==> src/rtl/asrm_bus_arbiter.sv <==
// asrm_bus_arbiter
// Two-requester arbiter for a single shared peripheral bus.
// Round-robin tie break: the requester that was not granted last wins.
// The grant is registered. Bus signals and read data follow the owner combinationally.
//
// Optional feature: define ASRM_ARB_TIMEOUT_EN to compile in a hold counter.
// With it, a waiting requester preempts the owner after max_hold cycles.
// Without it, the owner keeps the bus for as long as it requests it.
//
// Parameters
//   word_size      : data bus width
//   base_addr_size : address bus width
//   max_hold       : longest grant while the other side waits, 2..255
//                    (used only with ASRM_ARB_TIMEOUT_EN)
// Ports
//   clk                     : clock, rising edge
//   reset                   : asynchronous, active-low reset
//   req_a/req_b             : access requests
//   addr_a/addr_b           : requester addresses
//   write_en_a/write_en_b   : requester write strobes
//   wdata_a/wdata_b         : requester write data
//   grant_a/grant_b         : registered grants, never both high
//   rdata_a/rdata_b         : read data, zero unless that requester owns the bus
//   enable, write_en, addr, data_in : shared peripheral bus, zero when idle
//   data_out                : OR-combined peripheral read data
module asrm_bus_arbiter #(
  parameter int word_size      = 16,
  parameter int base_addr_size = 16,
  parameter int max_hold       = 8
) (
  input  logic                      clk,
  input  logic                      reset,
  input  logic                      req_a,
  input  logic                      req_b,
  input  logic [base_addr_size-1:0] addr_a,
  input  logic [base_addr_size-1:0] addr_b,
  input  logic                      write_en_a,
  input  logic                      write_en_b,
  input  logic [word_size-1:0]      wdata_a,
  input  logic [word_size-1:0]      wdata_b,
  output logic                      grant_a,
  output logic                      grant_b,
  output logic [word_size-1:0]      rdata_a,
  output logic [word_size-1:0]      rdata_b,
  output logic                      enable,
  output logic                      write_en,
  output logic [base_addr_size-1:0] addr,
  output logic [word_size-1:0]      data_in,
  input  logic [word_size-1:0]      data_out
);

  typedef enum logic [1:0] {
    IDLE  = 2'd0,
    OWN_A = 2'd1,
    OWN_B = 2'd2
  } state_t;

  state_t state_reg, state_next;
  // 1 = B was granted last. The reset value is B, so A wins the first tie.
  logic   last_owner_b_reg;
  logic   preempt_a, preempt_b;

`ifdef ASRM_ARB_TIMEOUT_EN
  localparam logic [7:0] HOLD_LIMIT = 8'(max_hold - 1);
  logic [7:0] hold_cnt_reg;

  assign preempt_a = (state_reg == OWN_A) && req_b && (hold_cnt_reg == HOLD_LIMIT);
  assign preempt_b = (state_reg == OWN_B) && req_a && (hold_cnt_reg == HOLD_LIMIT);

  // Counts only the cycles during which the other side is kept waiting.
  always_ff @(posedge clk or negedge reset) begin
    if (!reset) begin
      hold_cnt_reg <= 8'd0;
    end else if ((state_next != state_reg) && (state_next != IDLE)) begin
      hold_cnt_reg <= 8'd0;
    end else if (((state_reg == OWN_A) && req_b) || ((state_reg == OWN_B) && req_a)) begin
      if (hold_cnt_reg != 8'hFF) begin
        hold_cnt_reg <= hold_cnt_reg + 8'd1;
      end
    end
  end
`else
  assign preempt_a = 1'b0;
  assign preempt_b = 1'b0;
`endif

  always_ff @(posedge clk or negedge reset) begin
    if (!reset) begin
      state_reg        <= IDLE;
      last_owner_b_reg <= 1'b1;
    end else begin
      state_reg <= state_next;
      if (state_next != state_reg) begin
        if (state_next == OWN_A) begin
          last_owner_b_reg <= 1'b0;
        end else if (state_next == OWN_B) begin
          last_owner_b_reg <= 1'b1;
        end
      end
    end
  end

  always_comb begin
    state_next = state_reg;
    case (state_reg)
      IDLE: begin
        if (req_a && req_b) begin
          state_next = last_owner_b_reg ? OWN_A : OWN_B;
        end else if (req_a) begin
          state_next = OWN_A;
        end else if (req_b) begin
          state_next = OWN_B;
        end
      end
      // On release the bus goes straight to a waiting requester, with no idle cycle.
      OWN_A: begin
        if (!req_a) begin
          state_next = req_b ? OWN_B : IDLE;
        end else if (preempt_a) begin
          state_next = OWN_B;
        end
      end
      OWN_B: begin
        if (!req_b) begin
          state_next = req_a ? OWN_A : IDLE;
        end else if (preempt_b) begin
          state_next = OWN_A;
        end
      end
      default: state_next = IDLE;
    endcase
  end

  assign grant_a = (state_reg == OWN_A);
  assign grant_b = (state_reg == OWN_B);

  // Bus mux. The outputs are derived from the state register, so an
  // asynchronous reset drops the access at once.
  always_comb begin
    enable   = 1'b0;
    write_en = 1'b0;
    addr     = '0;
    data_in  = '0;
    rdata_a  = '0;
    rdata_b  = '0;
    case (state_reg)
      OWN_A: begin
        enable   = req_a;
        write_en = write_en_a;
        addr     = addr_a;
        data_in  = wdata_a;
        rdata_a  = data_out;
      end
      OWN_B: begin
        enable   = req_b;
        write_en = write_en_b;
        addr     = addr_b;
        data_in  = wdata_b;
        rdata_b  = data_out;
      end
      default: ;
    endcase
  end

endmodule

==> config.mk <==
export PLATFORM = sky130hd
export DESIGN_NAME = asrm_bus_arbiter
export DESIGN_NICKNAME = d
export VERILOG_FILES = /design/src/rtl/asrm_bus_arbiter.sv
export SDC_FILE = /design/constraint.sdc
export NUM_CORES = 1
export LEC_CHECK = 0
export CAP_MARGIN = 5
export CORE_MARGIN = 1
export CORE_UTILIZATION = 30
export DETAILED_ROUTE_END_ITERATION = 8
export DONT_BUFFER_PORTS = 1
export PLACE_DENSITY = 0.42
export SYNTH_ARGS = -nofsm -noshare
export SYNTH_HDL_FRONTEND = slang
export SYNTH_SLANG_ARGS = --single-unit
==> constraint.sdc <==
create_clock -name clk -period 3.7 [get_ports clk]
set_input_delay 0.74 -clock clk [delete_from_list [all_inputs] [get_ports clk]]
set_output_delay 0.74 -clock clk [all_outputs]
set_load 0.02 [all_outputs]
## Yosys cells after proc, flatten, opt, wreduce, memory -nomap -nowiden

Index checks and enable logic that the tools add are counted.

| cells by class | value |
|---|---|
| reductions and logical operators | 4 |
| mux-type cells | 17 |
| equal/unequal tests | 5 |

Operators with widths:

| kind | number |
|---|---|
| $pmux 16 s2 | 2 |
| $mux 16 | 2 |
| $mux 2 | 7 |
| $pmux 2 s3 | 1 |
| $eq 2x1->1 const B | 2 |
| $eq 2x2->1 const B | 2 |
| $pmux 1 s2 | 2 |
| $mux 1 | 3 |
| $logic_not 2->1 | 1 |
| $ne 2x2->1 | 1 |
| $reduce_and 2->1 | 1 |
| $reduce_bool 2->1 | 1 |
| $logic_and 1x1->1 | 1 |

| word-level totals | value |
|---|---|
| bits of input ports | 86 |
| register bits | 3 |

## Depth between registers and ports, before layout

Gate-level depths: netlist (run 1).

| logic depth | value |
|---|---|
| depth after elaboration | 7 |
| depth in mapped cells | 10 |
| depth with buffers taken out | 9 |

## Least setup slack after synthesis (run 1)

Ideal clock, no wire load.

| timing path | value |
|---|---|
| kind | reg2out |
| start | register state_reg[0] |
| end | output addr[0] |
| arrival | 1.717 ns |
| path slack | 1.243 ns |
| data required time | 2.960 ns |
| cell stages (with the launch flop) | 7 |
| cells stage by stage | dfrtp_1 -> inv_1 -> ha_1 -> buf_2 -> clkbuf_1 -> a22oi_1 -> nor2b_1 |

| on the way | value |
|---|---|
| word-level cells in the longest chain between the ends | 2 |
| elaborated cells on any way between the ends | 3 |

RTL lines:

| what | RTL line | source |
|---|---|---|
| start: declaration | 58 | `state_t state_reg, state_next;` |
| start signal: assignment | 92 | `state_reg <= state_next;` |
| $eq 2x2->1 | n/a |  |
| net grant_b | 42 | `output logic grant_b,` |
| $pmux 16 s2 | 146 | `case (state_reg)` |
| end: declaration | 47 | `output logic [base_addr_size-1:0] addr,` |

The timed path passes the listed nets, and every way through them passes these cells.

## Worst setup path in the final report (run 1)

| timing path | value |
|---|---|
| start | register state_reg[0] |
| end | output addr[10] |

Same word-level chain as after synthesis.

==> results, run 1 <==
- The flow ran to the end, and the final reports show no timing, DRC or antenna violations.
- The timing endpoint of the critical path is addr[10].
- Traced cell by cell, the critical path runs through inv_1 > ha_2 > a22oi_1 > nor2b_1.
- For this design the total switching power over the nets is 685.7 µW.
- The kind of capture point of the worst setup path is an output pin.
- The tree is rooted in a sky130_fd_sc_hd__clkbuf_4.
- In this run the worst hold path is classified as in -> async.
- The count of final hold-check violations was 0.
- The share of total power dissipated in sequential elements is 6.6%.
- The internal power of the cells totals 405.2 µW.
- The required arrival time at the worst endpoint is 2.96 ns.
- The setup violation total in the final timing report is 0.
- The cell area reported after detailed placement is 1022 µm².
- The mapped netlist covers 1010 µm².
- The post-route netlist has 5.926% of its cells at a drive strength greater than 1.
- On the final layout, the worst clock skew is 0.001260 ns.
- The analysis attributes to cell leakage a power of 0.0003715 µW.
- The total die area is 3602 µm².
- At the end of routability-driven placement, the weighted congestion stood at 0.7380.
- In this run the worst setup path begins at state_reg[0]$_DFF_PN0_.
- The placement row count is 20.
- The net count of the finished layout is 228.
- After detailed routing, the number of vias per cell comes to 5.972.
- The number of iterations in the first detailed-routing pass is 4.
- The endpoint of the most critical register-to-register path is last_owner_b_reg$_DFFE_PN1P_.
- The startpoint type of the worst setup path is a flip-flop.
- Net switching is 62.86% of the power.
- In this run the count of I/O pins placed on the die edge is 154.
- Sequential elements use 7.559% of the synthesized area.
- The worst hold margin is 0.2087 ns.
- After global routing the overflow that remains totals 0.
- Clock tree synthesis found a total of 3 sinks.
- The critical path's largest stage delay is 0.79 ns.
- The part of the power in the clock network is 5.1%.
- The y dimension of the die is 60.02 µm.
- The count of state elements after synthesis is 3.
- The number of H-tree levels is 1.
- The via count is 1069.
- The number of cells on the worst reg-to-reg path is 8.
- The wire-length estimate of the detail-placed layout is 2.432 mm.
- The via count of the first global-routing pass was 838.
- The count of unresolved DRC violations after routing is 0.
- The clock latency of the later-clocked register in the worst-skew pair is 0.23 ns.
- Buffers inserted during clock tree synthesis total 3.
- Input and output buffers added on the ports amount to 0.
- The final worst-path cycle share is 80.72%.
- The first global-routing pass estimated 3.705 mm of wire.
- The clock slew seen by the registers of the worst setup and hold paths is 0.04 ns.
- The post-route cell area is 1049 µm².
- The maximum operating frequency is 0.3348 GHz.
- The Yosys step of the flow raised 0 warnings.
- The share of total power dissipated in combinational logic is 88.3%.
- The maximum vdd ir drop is 0.3306 mV.
- For this design, the CTS-stage hold fixing added 0 buffers.
- At the pin with the least slew margin, the transition time is 0.9115 ns.
- After clock tree synthesis, the repair step resized 0 gates.
- The summed negative setup slack over all endpoints is 0 ns.
- The worst pin sits at a relative slew slack of 39.23%.
- After the first detailed-routing iteration, the DRC count stood at 32.
- For flop-to-flop paths, the worst setup slack is 0.97 ns.
- The register with the most flip-flops in the layout has 2 of them.
- The total track usage is 13.62%.
- Entering global routing, the biggest net connects 54 pins.
- The tool flagged a number of max-cap violations equal to 0.
- Setup repair after global routing left no endpoint under its margin.
- Synthesis instantiated 20 different standard cells from the library.
- The mean instance size in the synthesized netlist is 7.012 µm².
- The synthesized netlist cell count is 144.
- The floorplan die width is 60.02 µm.
- The launch point of the worst reg-to-reg path is state_reg[0]$_DFF_PN0_.
- The final number of max-transition violations is 0.
- After detailed routing, the average wire length per cell comes to 17.37 µm.
- The antenna diode count is 0.
- Counting every net in the synthesized netlist gives 236.
- The number of standard cells in the final layout excluding fillers is 179.
- Of all nets on the critical path, the largest fanout is 53.
- The kind of critical path is reg -> out.
- The core region area is 3128 µm².
- Once the floorplan was initialized, standard cells occupied 32.28% of the core.
- The total power draw is 1091 µW.
- The number of buffers on the longest clock path is 2.
- Data arrives at the worst endpoint at 2.25 ns.
- The total setup buffers inserted after CTS is 0.
- TritonCTS built the clock tree.
- The area overhead of the layout relative to synthesis is 3.842%.
- The final period demand of the worst path is 2.987 ns.
- The post-detailed-route count of antenna-violating nets is 0.
- The initial antenna violation count is 0.
- For this design the ratio of total power to cell area is 1040 nW/µm².
- After detailed routing, the total wire length is 3.110 mm.
- In this run, placement finished with an instance count of 175.
- On the critical path, the stage with the largest delay is an instance of sky130_fd_sc_hd__ha_2.
[power by group through the flow]
| stage | registers [µW] | clock network [µW] | logic [µW] |
|---|---|---|---|
| detailed placement | 72.7 | 0 | 973 |
| CTS | 72.4 | 57.9 | 978 |
| floorplan | 66.9 | 0 | 869 |
| finish | 71.9 | 55.3 | 964 |
| global route | 75.1 | 63.9 | 1050 |
| global placement | 70.9 | 0 | 957 |
[critical path: cells and delay by family, from the launching register on]
kind | cells | cell delay [ns]
compound gates | 1 | 0.22
fa+ha+maj | 1 | 0.79
buf+inv | 1 | 0.12
flops | 1 | 0.45
simple gates | 1 | 0.42
[worst min-delay path by stage]
stage           from                      to  slack [ns]
4_1_cts        reset  state_reg[1]$_DFF_PN0_        0.20
6_report       reset  state_reg[1]$_DFF_PN0_        0.21
3_5_place_dp   reset  state_reg[1]$_DFF_PN0_        0.44
5_1_grt        reset  state_reg[0]$_DFF_PN0_        0.19
2_1_floorplan  reset  state_reg[0]$_DFF_PN0_        0.44
3_3_place_gp   reset  state_reg[1]$_DFF_PN0_        0.44
[synth_stat cells]
cell | instances | area [µm²]
sky130_fd_sc_hd__dfstp_2 | 1 | 26.28
sky130_fd_sc_hd__and2_1 | 33 | 206.5
sky130_fd_sc_hd__clkbuf_1 | 12 | 45.04
sky130_fd_sc_hd__nor2_1 | 1 | 3.750
sky130_fd_sc_hd__xnor2_1 | 2 | 17.52
sky130_fd_sc_hd__ha_1 | 6 | 75.07
sky130_fd_sc_hd__a22o_1 | 2 | 17.52
sky130_fd_sc_hd__nand2b_1 | 1 | 6.260
sky130_fd_sc_hd__nor2b_1 | 33 | 206.5
sky130_fd_sc_hd__a32oi_1 | 2 | 17.52
sky130_fd_sc_hd__nand2_1 | 1 | 3.750
sky130_fd_sc_hd__buf_2 | 3 | 15.01
sky130_fd_sc_hd__mux2i_1 | 1 | 10.01
sky130_fd_sc_hd__o22ai_1 | 1 | 6.260
sky130_fd_sc_hd__a22oi_1 | 34 | 255.2
sky130_fd_sc_hd__o21a_1 | 1 | 7.510
sky130_fd_sc_hd__inv_1 | 6 | 22.52
sky130_fd_sc_hd__o22ai_2 | 1 | 12.51
sky130_fd_sc_hd__dfrtp_1 | 2 | 50.05
sky130_fd_sc_hd__a21oi_1 | 1 | 5.000
[placed cells by master, fill, tap and decap left out]
cell type                  count
sky130_fd_sc_hd__nand2b_1      1
sky130_fd_sc_hd__inv_1         6
sky130_fd_sc_hd__nor2_1        1
sky130_fd_sc_hd__o22ai_2       1
sky130_fd_sc_hd__ha_1          5
sky130_fd_sc_hd__and2_1       33
sky130_fd_sc_hd__ha_2          1
sky130_fd_sc_hd__a21oi_1       1
sky130_fd_sc_hd__o21a_1        1
sky130_fd_sc_hd__dfrtp_1       2
sky130_fd_sc_hd__a22oi_1      34
sky130_fd_sc_hd__a32oi_1       2
sky130_fd_sc_hd__o22ai_1       1
sky130_fd_sc_hd__nor2b_1      33
sky130_fd_sc_hd__clkbuf_4      3
sky130_fd_sc_hd__dfstp_2       1
sky130_fd_sc_hd__mux2i_1       1
sky130_fd_sc_hd__a22o_1        2
sky130_fd_sc_hd__clkbuf_1      1
sky130_fd_sc_hd__buf_4         2
sky130_fd_sc_hd__xnor2_1       2
sky130_fd_sc_hd__nand2_1       1
[final cells by class]
class,count,area (µm²)
fill,344,2079
tap,44,55.05
inverter,6,22.52
sequential,3,76.32
multi-input combinational,120,853.3
clock buffer,4,26.28
timing repair buffer,2,15.01
[layer usage]
metal	up-vias	wire length, µm	GRT usage (%)
li1	479	-	-
met1	501	1082	13.78
met3	0	298	1.732
met4	0	0	2.990
met2	89	1728	28.57
met5	-	0	0
[cells by family (layout without fill, tap and decap cells)]
group,Yosys count,in the layout,share of synthesized area (%)
and+or+nand+nor,69,69,42.26
AOI/OAI and AO/OA,42,42,31.85
adders and majority gates,6,6,7.435
muxes,1,1,0.9914
DFF,3,3,7.560
buffers and inverters,21,12,8.178
xor gates and xnor gates,2,2,1.735
[per-stage QoR]
step,worst slack (ns),utilization (%)
after floorplan,1.243,-
after global placement,0.9947,32.68
after detailed placement,0.9137,32.68
after CTS,0.6931,33.52
after global routing,0.5597,33.52
final,0.7134,33.52
Power figures use the tool's default switching activity.
==> inputs of run 2 (changes only) <==
clock period = 3.1 ns   (was 3.7 ns; I/O delays follow)
==> run 2 against run 1 <==
- critical path depth fell by 1
- global-route usage increased by 0.80 points
- first-iteration DRC count up 50%
- combinational power rose by 21%
- sequential power is 20% higher
- final cell count rose by 1.7%
- largest power group unchanged
- total power up 21%
- worst hold slack got worse by 0.12 ns
- via count down 2.2%
- critical path type unchanged
- routed wire length increased by 0.29%
- clock power up 22%
- worst setup slack worse by 0.32 ns
==> results, run 2 (synthesis gave the netlist of run 1 again) <==
- The via count is 1045 (-2.2%).
- The number of iterations in the first detailed-routing pass was 4 (unchanged).
- The number of gates resized after CTS is 0 (unchanged).
- The antenna diode count is 0 (unchanged).
- The detailed placer's ending HPWL was 2.470 mm (+1.5%).
- The critical path's largest stage delay is 0.80 ns (about the same).
- The total die area was 3602 µm² (unchanged).
- The setup violation total in the final timing report is 0 (unchanged).
- Setup repair after global routing left no endpoint under its margin.
- The final number of max-transition violations is 0 (unchanged).
- The run finished with clean final reports.
- The average wire per standard cell is 17.14 µm (-1.4%).
- The net count of the finished layout is 231 (+1.3%).
- Counting I/O delays and the setup requirement, the final critical path takes 2.711 ns.
- The number of H-tree levels is 1 (unchanged).
- The detailed-route vias per instance came to 5.742 (-3.9%).
- The power density normalized to cell area came to 1231 nW/µm² (+18%).
- The number of buffers created by CTS is 3 (unchanged).
- The slew of the pin with the lowest slew margin came to 0.7671 ns (-0.1444 ns).
- The leakage power total came to 0.0003873 µW (+4.3%).
- The startpoint identified for the worst register-to-register timing path is state_reg[0]$_DFF_PN0_.
- The number of ports placed on the die boundary is 154 (unchanged).
- The total setup buffers inserted after CTS is 0 (unchanged).
- The clock slew seen by the registers of the worst setup and hold paths is 0.04 ns (about the same).
- The total placed cells including tap cells is 178 (+1.7%).
- Traced cell by cell, the critical path runs through inv_1 > ha_1 > nor2b_1.
- The port buffer count is 0 (unchanged).
- The initial antenna violation count is 0 (unchanged).
- The total track usage is 14.42% (+0.80 points).
- The number of buffers on the longest clock path is 2 (unchanged).
- The maximum vdd ir drop is 0.3951 mV (+20%).
- The kind of capture point of the worst setup path is an output pin.
- The startpoint type of the worst setup path is a flip-flop.
- The core region area is 3128 µm² (unchanged).
- The final worst-path cycle share is 87.44%.
- The floorplan die width is 60.02 µm (unchanged).
- The flip-flop count of the largest register, all copies and words added came to 2 (unchanged).
- The area of combinational cells with multiple inputs was 853.3 µm² (unchanged).
- The headroom to the max-slew limit is 48.86% (+9.6 points).
- The effective utilization at floorplan is 32.28% (unchanged).
- The area overhead of the layout relative to synthesis is 6.072%.
- Leaving out fill and tap cells, the most frequent cells in the layout are sky130_fd_sc_hd__a22oi_1, sky130_fd_sc_hd__nor2b_1, sky130_fd_sc_hd__and2_1, sky130_fd_sc_hd__inv_1.
- The pin count of the biggest net entering global routing is 35 (-35%).
- The total length of routed wires is 3.119 mm (+0.29%).
- The count of final hold-check violations came to 0 (unchanged).
- The endpoint of the most critical register-to-register path is last_owner_b_reg$_DFFE_PN1P_.
- The placer's final routability congestion estimate was 0.6976 (-5.5%).
- The worst hold margin is 0.08481 ns (-0.1239 ns).
- CTS placed an instance of sky130_fd_sc_hd__clkbuf_4 at the clock tree root.
- The library cell used most frequently in the layout, excluding fill and tap cells, is sky130_fd_sc_hd__a22oi_1.
- The filler cell count was 344 (unchanged).
- The total overflow reported by the global router was 0 (unchanged).
- The required arrival time at the worst endpoint is 2.48 ns (-0.48 ns).
- The setup clock skew after layout is 0.002385 ns (+0.001126 ns).
- Static timing analysis puts the maximum clock frequency at 0.3689 GHz.
- The minimum setup slack among reg-to-reg paths is 0.85 ns (-0.12 ns).
- The arrival time of the worst setup path was 2.09 ns (-0.16 ns).
- The cell with the largest stage delay on the worst path is sky130_fd_sc_hd__ha_1.
- The sequential cell area came to 76.32 µm² (unchanged).
- The DRC violation total after the first TritonRoute iteration is 48 (+50%).
- The clock latency of the later-clocked register in the worst-skew pair was 0.23 ns (about the same).
- The first-pass GRT wire length is 3.829 mm (+3.3%).
- The post-detailed-route count of antenna-violating nets came to 0 (unchanged).
- The y dimension of the die is 60.02 µm (unchanged).
- The count of unresolved DRC violations after routing is 0 (unchanged).
- The placement row count came to 20 (unchanged).
- The number of standard cells in the final layout excluding fillers was 182 (+1.7%).
- The final core area utilization is 34.24% (+0.72 points).
- The kind of critical path is reg -> out.
- The count of max-cap constraint violations is 0 (unchanged).
- The summed negative setup slack over all endpoints is 0 ns (unchanged).
- The number of cells on the worst reg-to-reg path was 8 (unchanged).
- The number of clock sinks was 3 (unchanged).
- The share of layout cells above drive strength 1 is 7.971% (+2.0 points).
- The number of hold buffers added after cts is 0 (unchanged).
- The worst hold path belongs to the class in -> async.
- TritonCTS built the clock tree.
- The highest net fanout along the worst path is 34 (-36%).
- The via count of the first global-routing pass is 846 (+0.95%).
==> run 2: area by class of cell <==
type / count / share of cell area, %
clock buffers: 4 / 2.453
inverters: 6 / 2.103
multi-input cells: 120 / 79.67
flip-flops and latches: 3 / 7.126
well taps: 44 / 5.140
repair buffers: 5 / 3.505
==> run 2: power breakdown <==
group | internal (µW) | switching (µW)
clock network | 48.1 | 19.0
logic | 390 | 775
registers | 60.6 | 25.7
total | 499 | 820
==> run 2: metrics by stage <==
step / worst slack, ns / power, µW / area (µm²)
final: 0.3895 / 1319 / 1071
after global routing: 0.2189 / 1443 / 1071
after CTS: 0.3401 / 1344 / 1071
after detailed placement: 0.5940 / 1268 / 1045
after global placement: 0.6629 / 1246 / 1045
after floorplan: 0.7629 / 1117 / 1010
==> run 2: worst max-delay path by stage <==
stage / startpoint / end / slack, ns / cells past startpoint
4_1_cts: state_reg[0]$_DFF_PN0_ / addr[0] / 0.34 / 3
2_1_floorplan: state_reg[0]$_DFF_PN0_ / addr[0] / 0.76 / 6
5_1_grt: state_reg[0]$_DFF_PN0_ / addr[6] / 0.22 / 3
3_5_place_dp: state_reg[0]$_DFF_PN0_ / addr[0] / 0.59 / 3
3_3_place_gp: state_reg[0]$_DFF_PN0_ / addr[0] / 0.66 / 3
6_report: state_reg[0]$_DFF_PN0_ / data_in[15] / 0.39 / 3
==> run 2: per-layer routing <==
| layer | wire length, µm | track usage, % | vias to the layer above |
|---|---|---|---|
| li1 | - | - | 487 |
| met1 | 1132 | 15.06 | 479 |
| met2 | 1697 | 26.98 | 79 |
| met3 | 289 | 3.680 | 0 |
| met4 | 0 | 5.980 | 0 |
| met5 | 0 | 0 | - |
==> run 2: worst max-delay path, delay by kind of cell (launching register included) <==
family	cells	cell delay [ns]
adders and majority gates	1	0.80
DFF	1	0.48
and+or+nand+nor	1	0.47
buffers and inverters	1	0.10
==> inputs of run 3 (changes only) <==
CORE_MARGIN = 5   (was 1)
==> run 3 against run 2 <==
- clock skew fell by 0.0023 ns
- non-clock buffer count rose by 6
- critical endpoint unchanged
- first-iteration DRC count fell by 17%
==> results, run 3 (synthesis gave the netlist of run 1 again) <==
- The flow ran to the end, and the final reports show no timing, DRC or antenna violations.
- STA classifies the critical path endpoint as an output pin.
- The setup violation total in the final timing report came to 0 (unchanged).
- The sequential cell area is 76.32 µm² (unchanged).
- The core region area is 3284 µm² (+5.0%).
- STA classifies the critical path startpoint as a flip-flop.
- The total length of routed wires came to 3.687 mm (+18%).
- The number of gates resized after CTS is 0 (unchanged).
- The count of max-cap constraint violations was 0 (unchanged).
- The number of iterations in the first detailed-routing pass is 4 (unchanged).
- The total track usage came to 12.63% (-1.8 points).
- The total die area is 4626 µm² (+28%).
- The buffer and inverter count on the worst path is 2 (+1).
- The summed negative setup slack over all endpoints was 0 ns (unchanged).
- The final period demand of the worst path came to 2.770 ns (+0.05989 ns).
- The placement row count is 21 (+5.0%).
- The number of ports placed on the die boundary was 154 (unchanged).
- The arrival time of the worst setup path came to 2.15 ns (+0.06 ns).
- The initial antenna violation count is 0 (unchanged).
- The effective utilization at floorplan is 30.74% (-1.5 points).
- The detailed-route vias per instance is 5.737 (about the same).
- The leakage power total came to 0.0004194 µW (+8.3%).
- The maximum vdd ir drop is 0.4963 mV (+26%).
- The via count came to 1090 (+4.3%).
- The clock tree from TritonCTS is done.
- The area of combinational cells with multiple inputs is 853.3 µm² (unchanged).
- The headroom to the max-slew limit came to 50.85% (+2.0 points).
- The share of layout cells above drive strength 1 came to 11.81% (+3.8 points).
- The worst hold margin was 0.08783 ns (+0.003018 ns).
- The critical path's largest stage delay was 0.53 ns (-0.27 ns).
- The y dimension of the die is 68.02 µm (+13%).
- The net count of the finished layout is 237 (+2.6%).
- The number of buffers created by CTS is 3 (unchanged).
- The antenna diode count is 0 (unchanged).
- The met3 usage is 3.120% (-0.56 points).
- The DRC violation total after the first TritonRoute iteration is 40 (-17%).
- The highest net fanout along the worst path is 29 (-15%).
- The average wire per standard cell is 19.41 µm (+13%).
- The slew of the pin with the lowest slew margin is 0.7373 ns (-0.02976 ns).
- The power density normalized to cell area is 1223 nW/µm² (-0.69%).
- The clock slew seen by the registers of the worst setup and hold paths is 0.04 ns (about the same).
- The met1 layer usage reported by global route is 15.15% (+0.087 points).
- The port buffer count was 0 (unchanged).
- The library cells used most frequently in the layout, excluding fill and tap cells, are sky130_fd_sc_hd__a22oi_1, sky130_fd_sc_hd__nor2b_1, sky130_fd_sc_hd__and2_1, sky130_fd_sc_hd__buf_4, sky130_fd_sc_hd__inv_1.
- met2 is the most crowded layer.
- The final core area utilization is 34.06% (-0.18 points).
- The area growth from synthesis to layout is 10.78%.
- The kind of critical path is reg -> out.
- The number of buffers on the longest clock path came to 2 (unchanged).
- The via count of the first global-routing pass is 1058 (+25%).
- The number of H-tree levels is 1 (unchanged).
- Setup repair after global routing left no endpoint under its margin.
- The global-route track usage on met2 was 22.38% (-4.6 points).
- The largest individual stage delay along the critical path comes from the cell sky130_fd_sc_hd__ha_2.
- The maximum operating frequency is 0.3610 GHz (-2.2%).
- The flip-flop count of the largest register, all copies and words added is 2 (unchanged).
- The filler cell count came to 361 (+4.9%).
- The number of clock sinks is 3 (unchanged).
- The setup clock skew after layout is 0.0001247 ns (-0.002261 ns).
- The total power draw is 1368 µW (+3.7%).
- The count of unresolved DRC violations after routing is 0 (unchanged).
- The total setup buffers inserted after CTS is 0 (unchanged).
- The detailed placer's ending HPWL is 3.095 mm (+25%).
- The placer's final routability congestion estimate is 0.6304 (-9.6%).
- The first-pass GRT wire length is 4.623 mm (+21%).
- The floorplan die width is 68.02 µm (+13%).
- The clock latency of the later-clocked register in the worst-skew pair came to 0.23 ns (about the same).
- Traced cell by cell, the critical path runs through inv_1 > ha_2 > buf_4 > a22oi_1 > nor2b_1.
- The required arrival time at the worst endpoint is 2.48 ns (about the same).
- The count of final hold-check violations came to 0 (unchanged).
- The number of hold buffers added after cts came to 0 (unchanged).
- The post-detailed-route count of antenna-violating nets was 0 (unchanged).
- Leaving out fill and tap cells, the most frequent cell in the layout is sky130_fd_sc_hd__a22oi_1.
- The final worst-path cycle share came to 89.37% (+1.9 points).
- The final number of max-transition violations is 0 (unchanged).
- The pin count of the biggest net entering global routing was 35 (unchanged).
- The total overflow reported by the global router is 0 (unchanged).
- The root buffer cell chosen for the clock tree is sky130_fd_sc_hd__clkbuf_4.
- The class of the most critical hold timing path is in -> async.
- In this design, the largest share of critical-path delay is due to adder cells.
[run 3: cell type report]
class	instances	area share (%)
Tap cell	46	5.145
Multi-Input combinational cell	120	76.29
Sequential cell	3	6.823
Clock buffer	4	2.349
Timing Repair Buffer	11	7.383
Inverter	6	2.013
[run 3: routing by layer]
metal	up-vias	routed length (µm)
li1	499	-
met5	-	0
met2	82	1873
met1	509	1377
met3	0	436
met4	0	0
[run 3: worst paths after layout]
path	from	to	slack [ns]	depth (start not counted)
max	state_reg[0]$_DFF_PN0_	data_in[15]	0.33	5
min	reset	state_reg[0]$_DFF_PN0_	0.09	0
max reg2reg	state_reg[0]$_DFF_PN0_	last_owner_b_reg$_DFFE_PN1P_	0.68	8
min reg2reg	last_owner_b_reg$_DFFE_PN1P_	last_owner_b_reg$_DFFE_PN1P_	0.47	2
max in group asynchronous	reset	last_owner_b_reg$_DFFE_PN1P_	2.84	0
min in group clk	last_owner_b_reg$_DFFE_PN1P_	last_owner_b_reg$_DFFE_PN1P_	0.47	2
[run 3: where the power goes]
| part | switching (µW) | internal [µW] |
|---|---|---|
| combinational | 794 | 422 |
| sequential | 24.7 | 60.6 |
| clock | 18.6 | 48.1 |
[run 3: stage by stage]
stage	instance area, µm²	std cells	setup WS (ns)
2_1_floorplan	1010	144	0.7629
3_3_place_gp	1092	186	0.6483
3_5_place_dp	1092	186	0.5609
4_1_cts	1119	190	0.3133
5_1_grt	1119	190	0.1755
6_report	1119	190	0.3296
